**config.mk**
```make
export PLATFORM = sky130hd
export DESIGN_NAME = texture_filter_bilinear_flat
export DESIGN_NICKNAME = d
export VERILOG_FILES = /design/src/rtl/texture_filter_bilinear_if.sv /design/src/rtl/texture_filter_bilinear.sv /design/src/flat_wrapper.sv
export SDC_FILE = /design/constraint.sdc
export NUM_CORES = 2
export LEC_CHECK = 0
export CAP_MARGIN = 15
export CORE_MARGIN = 10
export CORE_UTILIZATION = 35
export CTS_CLUSTER_DIAMETER = 60
export DETAILED_ROUTE_END_ITERATION = 8
export GPL_ROUTABILITY_DRIVEN = 1
export PLACE_DENSITY_LB_ADDON = 0.15
export RECOVER_POWER = 100
export SETUP_SLACK_MARGIN = 0.15
export SYNTH_ARGS = -nofsm -noshare
export SYNTH_HDL_FRONTEND = slang
export SYNTH_SLANG_ARGS = --single-unit
export TNS_END_PERCENT = 50
```
**constraint.sdc**
```tcl
create_clock -name aclk -period 16.99 [get_ports aclk]
set_input_delay 3.398 -clock aclk [delete_from_list [all_inputs] [get_ports aclk]]
set_output_delay 3.398 -clock aclk [all_outputs]
set_load 0.05 [all_outputs]
```
**src/rtl/texture_filter_bilinear_if.sv**
```systemverilog
// Texel quad request from the sampler and filtered texel result toward the
// colour combiner, grouped as one bundle.
interface texture_filter_bilinear_if #(
  parameter int PIXEL_WIDTH = 32,
  parameter int TAG_WIDTH   = 16
);

  logic                   s_valid;
  logic [TAG_WIDTH-1:0]   s_tag;
  logic                   enableBilinear;
  logic [PIXEL_WIDTH-1:0] texel00;
  logic [PIXEL_WIDTH-1:0] texel01;
  logic [PIXEL_WIDTH-1:0] texel10;
  logic [PIXEL_WIDTH-1:0] texel11;
  logic [15:0]            texelSubCoordS;
  logic [15:0]            texelSubCoordT;

  logic                   m_valid;
  logic [TAG_WIDTH-1:0]   m_tag;
  logic [PIXEL_WIDTH-1:0] texelOut;

  // master = texture sampler side, slave = filter side
  modport master (
    output s_valid, s_tag, enableBilinear,
    output texel00, texel01, texel10, texel11,
    output texelSubCoordS, texelSubCoordT,
    input  m_valid, m_tag, texelOut
  );

  modport slave (
    input  s_valid, s_tag, enableBilinear,
    input  texel00, texel01, texel10, texel11,
    input  texelSubCoordS, texelSubCoordT,
    output m_valid, m_tag, texelOut
  );

endinterface

```
**src/rtl/texture_filter_bilinear.sv**
```systemverilog
// Three-stage bilinear / nearest texture filter: horizontal lerps, vertical
// lerp, then mode select, all advancing together under a global clock enable.
module texture_filter_bilinear #(
  parameter int PIXEL_WIDTH = 32,
  parameter int TAG_WIDTH   = 16
) (
  input  logic                       aclk,
  input  logic                       reset,
  input  logic                       ce,
  texture_filter_bilinear_if.slave   bus
);

  localparam int LANES = PIXEL_WIDTH / 8;

  // Rounded 8-bit lerp; worst case 255*256+128 fits in 17 bits and the
  // shifted result never exceeds 255, so no saturation is needed.
  function automatic logic [7:0] lerp8(input logic [7:0] a, input logic [7:0] b,
                                       input logic [7:0] w);
    return 8'(({9'd0, a} * (17'd256 - {9'd0, w}) + {9'd0, b} * {9'd0, w} + 17'd128) >> 8);
  endfunction

  function automatic logic [PIXEL_WIDTH-1:0] lerpPixel(input logic [PIXEL_WIDTH-1:0] a,
                                                       input logic [PIXEL_WIDTH-1:0] b,
                                                       input logic [7:0] w);
    logic [PIXEL_WIDTH-1:0] res;
    res = '0;
    for (int lane = 0; lane < LANES; lane++) begin
      res[8*lane +: 8] = lerp8(a[8*lane +: 8], b[8*lane +: 8], w);
    end
    return res;
  endfunction

  logic [7:0]             wu;
  logic [7:0]             wv;
  logic [PIXEL_WIDTH-1:0] topComb;
  logic [PIXEL_WIDTH-1:0] bottomComb;
  logic [PIXEL_WIDTH-1:0] nearestComb;
  logic                   unusedCoordBits;

  logic                   s1Valid;
  logic [TAG_WIDTH-1:0]   s1Tag;
  logic                   s1Mode;
  logic [7:0]             s1Wv;
  logic [PIXEL_WIDTH-1:0] s1Top;
  logic [PIXEL_WIDTH-1:0] s1Bottom;
  logic [PIXEL_WIDTH-1:0] s1Nearest;

  logic                   s2Valid;
  logic [TAG_WIDTH-1:0]   s2Tag;
  logic                   s2Mode;
  logic [PIXEL_WIDTH-1:0] s2Mix;
  logic [PIXEL_WIDTH-1:0] s2Nearest;

  logic                   outValid;
  logic [TAG_WIDTH-1:0]   outTag;
  logic [PIXEL_WIDTH-1:0] outTexel;

  // Only the top byte of each Q0.16 fraction acts as a weight.
  assign wu              = bus.texelSubCoordS[15:8];
  assign wv              = bus.texelSubCoordT[15:8];
  assign unusedCoordBits = ^{bus.texelSubCoordS[7:0], bus.texelSubCoordT[7:0]};

  always_comb begin
    topComb     = lerpPixel(bus.texel00, bus.texel01, wu);
    bottomComb  = lerpPixel(bus.texel10, bus.texel11, wu);
    nearestComb = bus.texel00;
    case ({bus.texelSubCoordT[15], bus.texelSubCoordS[15]})
      2'b00:   nearestComb = bus.texel00;
      2'b01:   nearestComb = bus.texel01;
      2'b10:   nearestComb = bus.texel10;
      default: nearestComb = bus.texel11;
    endcase
  end

  // Every register, valid bits included, holds while ce is low.
  always_ff @(posedge aclk or posedge reset) begin
    if (reset) begin
      s1Valid   <= 1'b0;
      s1Tag     <= '0;
      s1Mode    <= 1'b0;
      s1Wv      <= '0;
      s1Top     <= '0;
      s1Bottom  <= '0;
      s1Nearest <= '0;
      s2Valid   <= 1'b0;
      s2Tag     <= '0;
      s2Mode    <= 1'b0;
      s2Mix     <= '0;
      s2Nearest <= '0;
      outValid  <= 1'b0;
      outTag    <= '0;
      outTexel  <= '0;
    end else if (ce) begin
      s1Valid   <= bus.s_valid;
      s1Tag     <= bus.s_tag;
      s1Mode    <= bus.enableBilinear;
      s1Wv      <= wv;
      s1Top     <= topComb;
      s1Bottom  <= bottomComb;
      s1Nearest <= nearestComb;

      s2Valid   <= s1Valid;
      s2Tag     <= s1Tag;
      s2Mode    <= s1Mode;
      s2Mix     <= lerpPixel(s1Top, s1Bottom, s1Wv);
      s2Nearest <= s1Nearest;

      outValid  <= s2Valid;
      outTag    <= s2Tag;
      outTexel  <= s2Mode ? s2Mix : s2Nearest;
    end
  end

  assign bus.m_valid  = outValid;
  assign bus.m_tag    = outTag;
  assign bus.texelOut = outTexel;

endmodule

```
**src/flat_wrapper.sv**
```systemverilog
// flat-port wrapper written by rule: the top's interface ports become plain ports
module texture_filter_bilinear_flat 
#(
  parameter int PIXEL_WIDTH = 32,
  parameter int TAG_WIDTH   = 16
)
  (aclk, reset, ce, bus_s_valid, bus_s_tag, bus_enableBilinear, bus_texel00, bus_texel01, bus_texel10, bus_texel11, bus_texelSubCoordS, bus_texelSubCoordT, bus_m_valid, bus_m_tag, bus_texelOut);
  texture_filter_bilinear_if #(.PIXEL_WIDTH(PIXEL_WIDTH), .TAG_WIDTH(TAG_WIDTH)) bus_i ();
  input  logic aclk;
  input  logic reset;
  input  logic ce;
  input wire logic [$bits(bus_i.s_valid)-1:0] bus_s_valid;
  input wire logic [$bits(bus_i.s_tag)-1:0] bus_s_tag;
  input wire logic [$bits(bus_i.enableBilinear)-1:0] bus_enableBilinear;
  input wire logic [$bits(bus_i.texel00)-1:0] bus_texel00;
  input wire logic [$bits(bus_i.texel01)-1:0] bus_texel01;
  input wire logic [$bits(bus_i.texel10)-1:0] bus_texel10;
  input wire logic [$bits(bus_i.texel11)-1:0] bus_texel11;
  input wire logic [$bits(bus_i.texelSubCoordS)-1:0] bus_texelSubCoordS;
  input wire logic [$bits(bus_i.texelSubCoordT)-1:0] bus_texelSubCoordT;
  output wire logic [$bits(bus_i.m_valid)-1:0] bus_m_valid;
  output wire logic [$bits(bus_i.m_tag)-1:0] bus_m_tag;
  output wire logic [$bits(bus_i.texelOut)-1:0] bus_texelOut;
  assign bus_i.s_valid = bus_s_valid;
  assign bus_i.s_tag = bus_s_tag;
  assign bus_i.enableBilinear = bus_enableBilinear;
  assign bus_i.texel00 = bus_texel00;
  assign bus_i.texel01 = bus_texel01;
  assign bus_i.texel10 = bus_texel10;
  assign bus_i.texel11 = bus_texel11;
  assign bus_i.texelSubCoordS = bus_texelSubCoordS;
  assign bus_i.texelSubCoordT = bus_texelSubCoordT;
  assign bus_m_valid = bus_i.m_valid;
  assign bus_m_tag = bus_i.m_tag;
  assign bus_texelOut = bus_i.texelOut;
  texture_filter_bilinear #(.PIXEL_WIDTH(PIXEL_WIDTH), .TAG_WIDTH(TAG_WIDTH)) u_core (.aclk(aclk), .reset(reset), .ce(ce), .bus(bus_i));
endmodule
```
==> flow_summary.toml <==
[layout]
nNetsFinal = 9055
ff_latch_area_um2 = 6330
mostFrequentLayoutCell = "inv_1"
multiInputGateArea_um2 = 50500
drive_gt1_share_pct = 5.23
layout_common_cells = "inv_1 (1,727), fa_1 (1,200), and2_1 (1,004), ha_1 (782), nand2_1 (656)"
area_growth_syn_to_layout_pct = 9.11
fill_cells = 18900

[worst_setup_path]
cp_num_buf_inv = 8
timing.rr.start = "u_core.s1Wv[0]"
critical_path.max_stage_delay_ns = 2.63
crit_start = "bus_texelSubCoordS[13]"
worst-endpoint-arrival_ns = 14.18
worstSetupEndpointType = "register"
crit_top_cell = "fa_1"
crit_path_start_kind = "primary input"
cpMaxStageDelayCell = "clkbuf_1"
worstPathMaxFanout = 49
cp-endpoint = "u_core.s1Top[26]"
r2r-end = "u_core.s2Mix[21]"
path_cells = "buf_2, buf_4, buf_4, xor2_1, clkbuf_1, and2_0, fa_1, inv_1, fa_1, fa_1, inv_1, fa_1, fa_1, inv_1, fa_1, inv_1, ha_1, a2111oi_0, o211ai_1, a41o_1, a221oi_1, a21o_1"
crit_type = "in2reg"
r2r_cells = 25
crit_cells = 22
cp.required_ns = 17.51
r2r_setup_slack_ns = 5.11
critical_path.top_delay_family = "buffers and inverters"

[routing]
via_count = 44700
viasPerCell = 4.75
drt_first_pass_iters = 5
drt-total-wl_um = 183000
drt_iter0_drc = 2085
drcViolationCount = 0
final_antenna_net_count = 0
wl_per_cell_um = 19.5

[placement]
dp_hpwl_um = 143000
portBuffers = 213
place_worst_setup_slack_ns = 5.33
gp_congestion = 0.812

[sta]
slew_headroom_pct = -275
tightest_slew_ns = 5.63
hold-worst-slack_ns = 0.498
hold_viol = 0
fin_crit_sh_pct = 80.4
setup_violations = 0
layout_setup_ws_ns = 3.32
fin_worst_skew_ns = 0.0247
finalCriticalPeriod_ns = 13.67
setup_tns_ns = 0
drv_slew = 651
rsz0062_at_grt = "no"
max_freq_mhz = 73.2

[clock_network]
postCtsSetupBuffers = 0
cts_tree = "done"
cts_root_buf = "clkbuf_16"
clock-sinks = 253
cts_buffers = 37
clk_pin_slew_worst_paths_ns = 0.06
postCtsHoldBufs = 0
htreeDepth = 2
clock_latency_ns = 0.60
clockBufferDepth = 3
post_cts_resized = 0

[run]
maxCapViolations = 11

[die]
die-area_um2 = 202000
dieWidth_um = 449
io_pins = 230
num_rows = 157
start_util_pct = 35.2
coreArea_um2 = 183000
die_h_um = 449

[synthesis]
yosysSeqAreaShare_pct = 9.82
synth_cells = 6847
async_flop_share_pct = 100
synth_edf_count = 0
synth_cell_types = 74
yosysTopAreaCellShare_pct = 37.3
yosysTopAreaCell = "fa_1"
syn_area_um2 = 64400
synth_ff_type = "dfrtp_1"
synth.avg_cell_area_um2 = 9.41
yosys_warnings = 0
ys_ff_latch = 253
synthTopCellsByArea = "fa_1 (37%), ha_1 (15%), inv_1 (10%), and2_1 (9.8%), dfrtp_1 (9.8%)"
synthesis.nets = 9010

[hold_path]
holdPathStages = 1
min_path_type = "reg2reg"

[global_routing]
grt_max_degree = 118
grt_pass1_vias = 48800
grt_usage_pct = 18.4
grt-ovfl-total = 0
grt_pass1_wl_um = 291000
antenna_found_initial = 29

[status]
violations = "max-capacitance violations, max-slew violations"
status = "finished with violations"
==> layout make-up <==
type / instances / area share (%)
diodes: 14 / 0.0498
inverters: 1730 / 9.24
multi-input cells: 4592 / 71.9
flip-flops and latches: 253 / 9.01
well taps: 2464 / 4.38
repair buffers: 278 / 3.61
clock inverters: 18 / 0.347
clock buffers: 50 / 1.47
==> flip-flops by register name (all words and copies together), names as in the netlist <==
| name | count |
|---|---|
| u_core.bus.texelOut | 32 |
| u_core.s1Bottom | 32 |
| u_core.s1Nearest | 32 |
| u_core.s1Top | 32 |
| u_core.s2Mix | 32 |
| u_core.s2Nearest | 32 |
| u_core.bus.m_tag | 16 |
| u_core.s1Tag | 16 |
| u_core.s2Tag | 16 |
| u_core.s1Wv | 8 |
| u_core.bus.m_valid | 1 |
| u_core.s1Mode | 1 |
| u_core.s1Valid | 1 |
| u_core.s2Mode | 1 |
| u_core.s2Valid | 1 |
==> worst min path at each step <==
stage                               from                   end  slack (ns)
finish               u_core.s1Nearest[0]   u_core.s2Nearest[0]        0.50
CTS                 u_core.s1Nearest[22]  u_core.s1Nearest[22]        0.50
global route        u_core.s1Nearest[25]  u_core.s2Nearest[25]        0.52
detailed placement       u_core.s1Tag[3]       u_core.s2Tag[3]        0.49
floorplan               u_core.s2Mix[22]      u_core.s2Mix[22]        0.45
global placement         u_core.s1Tag[8]       u_core.s2Tag[8]        0.48
==> cell families (layout without fill, tap and decap cells) <==
| family | Yosys count | after routing | synth area share (%) |
|---|---|---|---|
| buffers and inverters | 2002 | 2076 | 11.7 |
| AOI/OAI and AO/OA | 342 | 342 | 3.89 |
| xor gates and xnor gates | 156 | 156 | 2.16 |
| and+or+nand+nor | 1878 | 1878 | 15.3 |
| DFF | 253 | 253 | 9.82 |
| muxes | 234 | 234 | 4.59 |
| other | 0 | 14 | 0 |
| adders and majority gates | 1982 | 1982 | 52.5 |
==> stage by stage <==
stage          cell area, µm²  cells  utilization (%)
4_1_cts                 70500   9383             38.5
3_3_place_gp            69200   9315             37.8
3_5_place_dp            69200   9315             37.8
2_1_floorplan           64400   6847                -
5_1_grt                 70300   9393             38.4
6_report                70300   9399             38.4
==> per-layer routing <==
layer  up-vias  track usage [%]  wire length (µm)
met2       776             30.8             87200
met4         6             3.99              3900
li1      20500                -                 -
met5         -            0.757                45
met1     23200             25.3             84100
met3       140             2.37              8110
==> cell usage after synthesis, types with 12 or more instances <==
cell type / count
inv_1: 1728
fa_1: 1200
and2_1: 1014
ha_1: 782
nand2_1: 656
dfrtp_1: 253
clkbuf_1: 206
mux2_2: 170
xnor2_1: 100
nor2_1: 92
a21oi_1: 76
o21ai_0: 60
a21o_1: 55
xor2_1: 54
buf_1: 44
mux2i_1: 32
mux4_2: 32
nand4_1: 21
nor3_1: 20
buf_2: 18
nor2b_1: 18
o211ai_1: 17
and3_1: 13
o21a_1: 13
o311ai_0: 13
a31o_2: 12
Power is not shown: default switching activity piles up to over one toggle a cycle in this logic, so the estimate is an artifact.
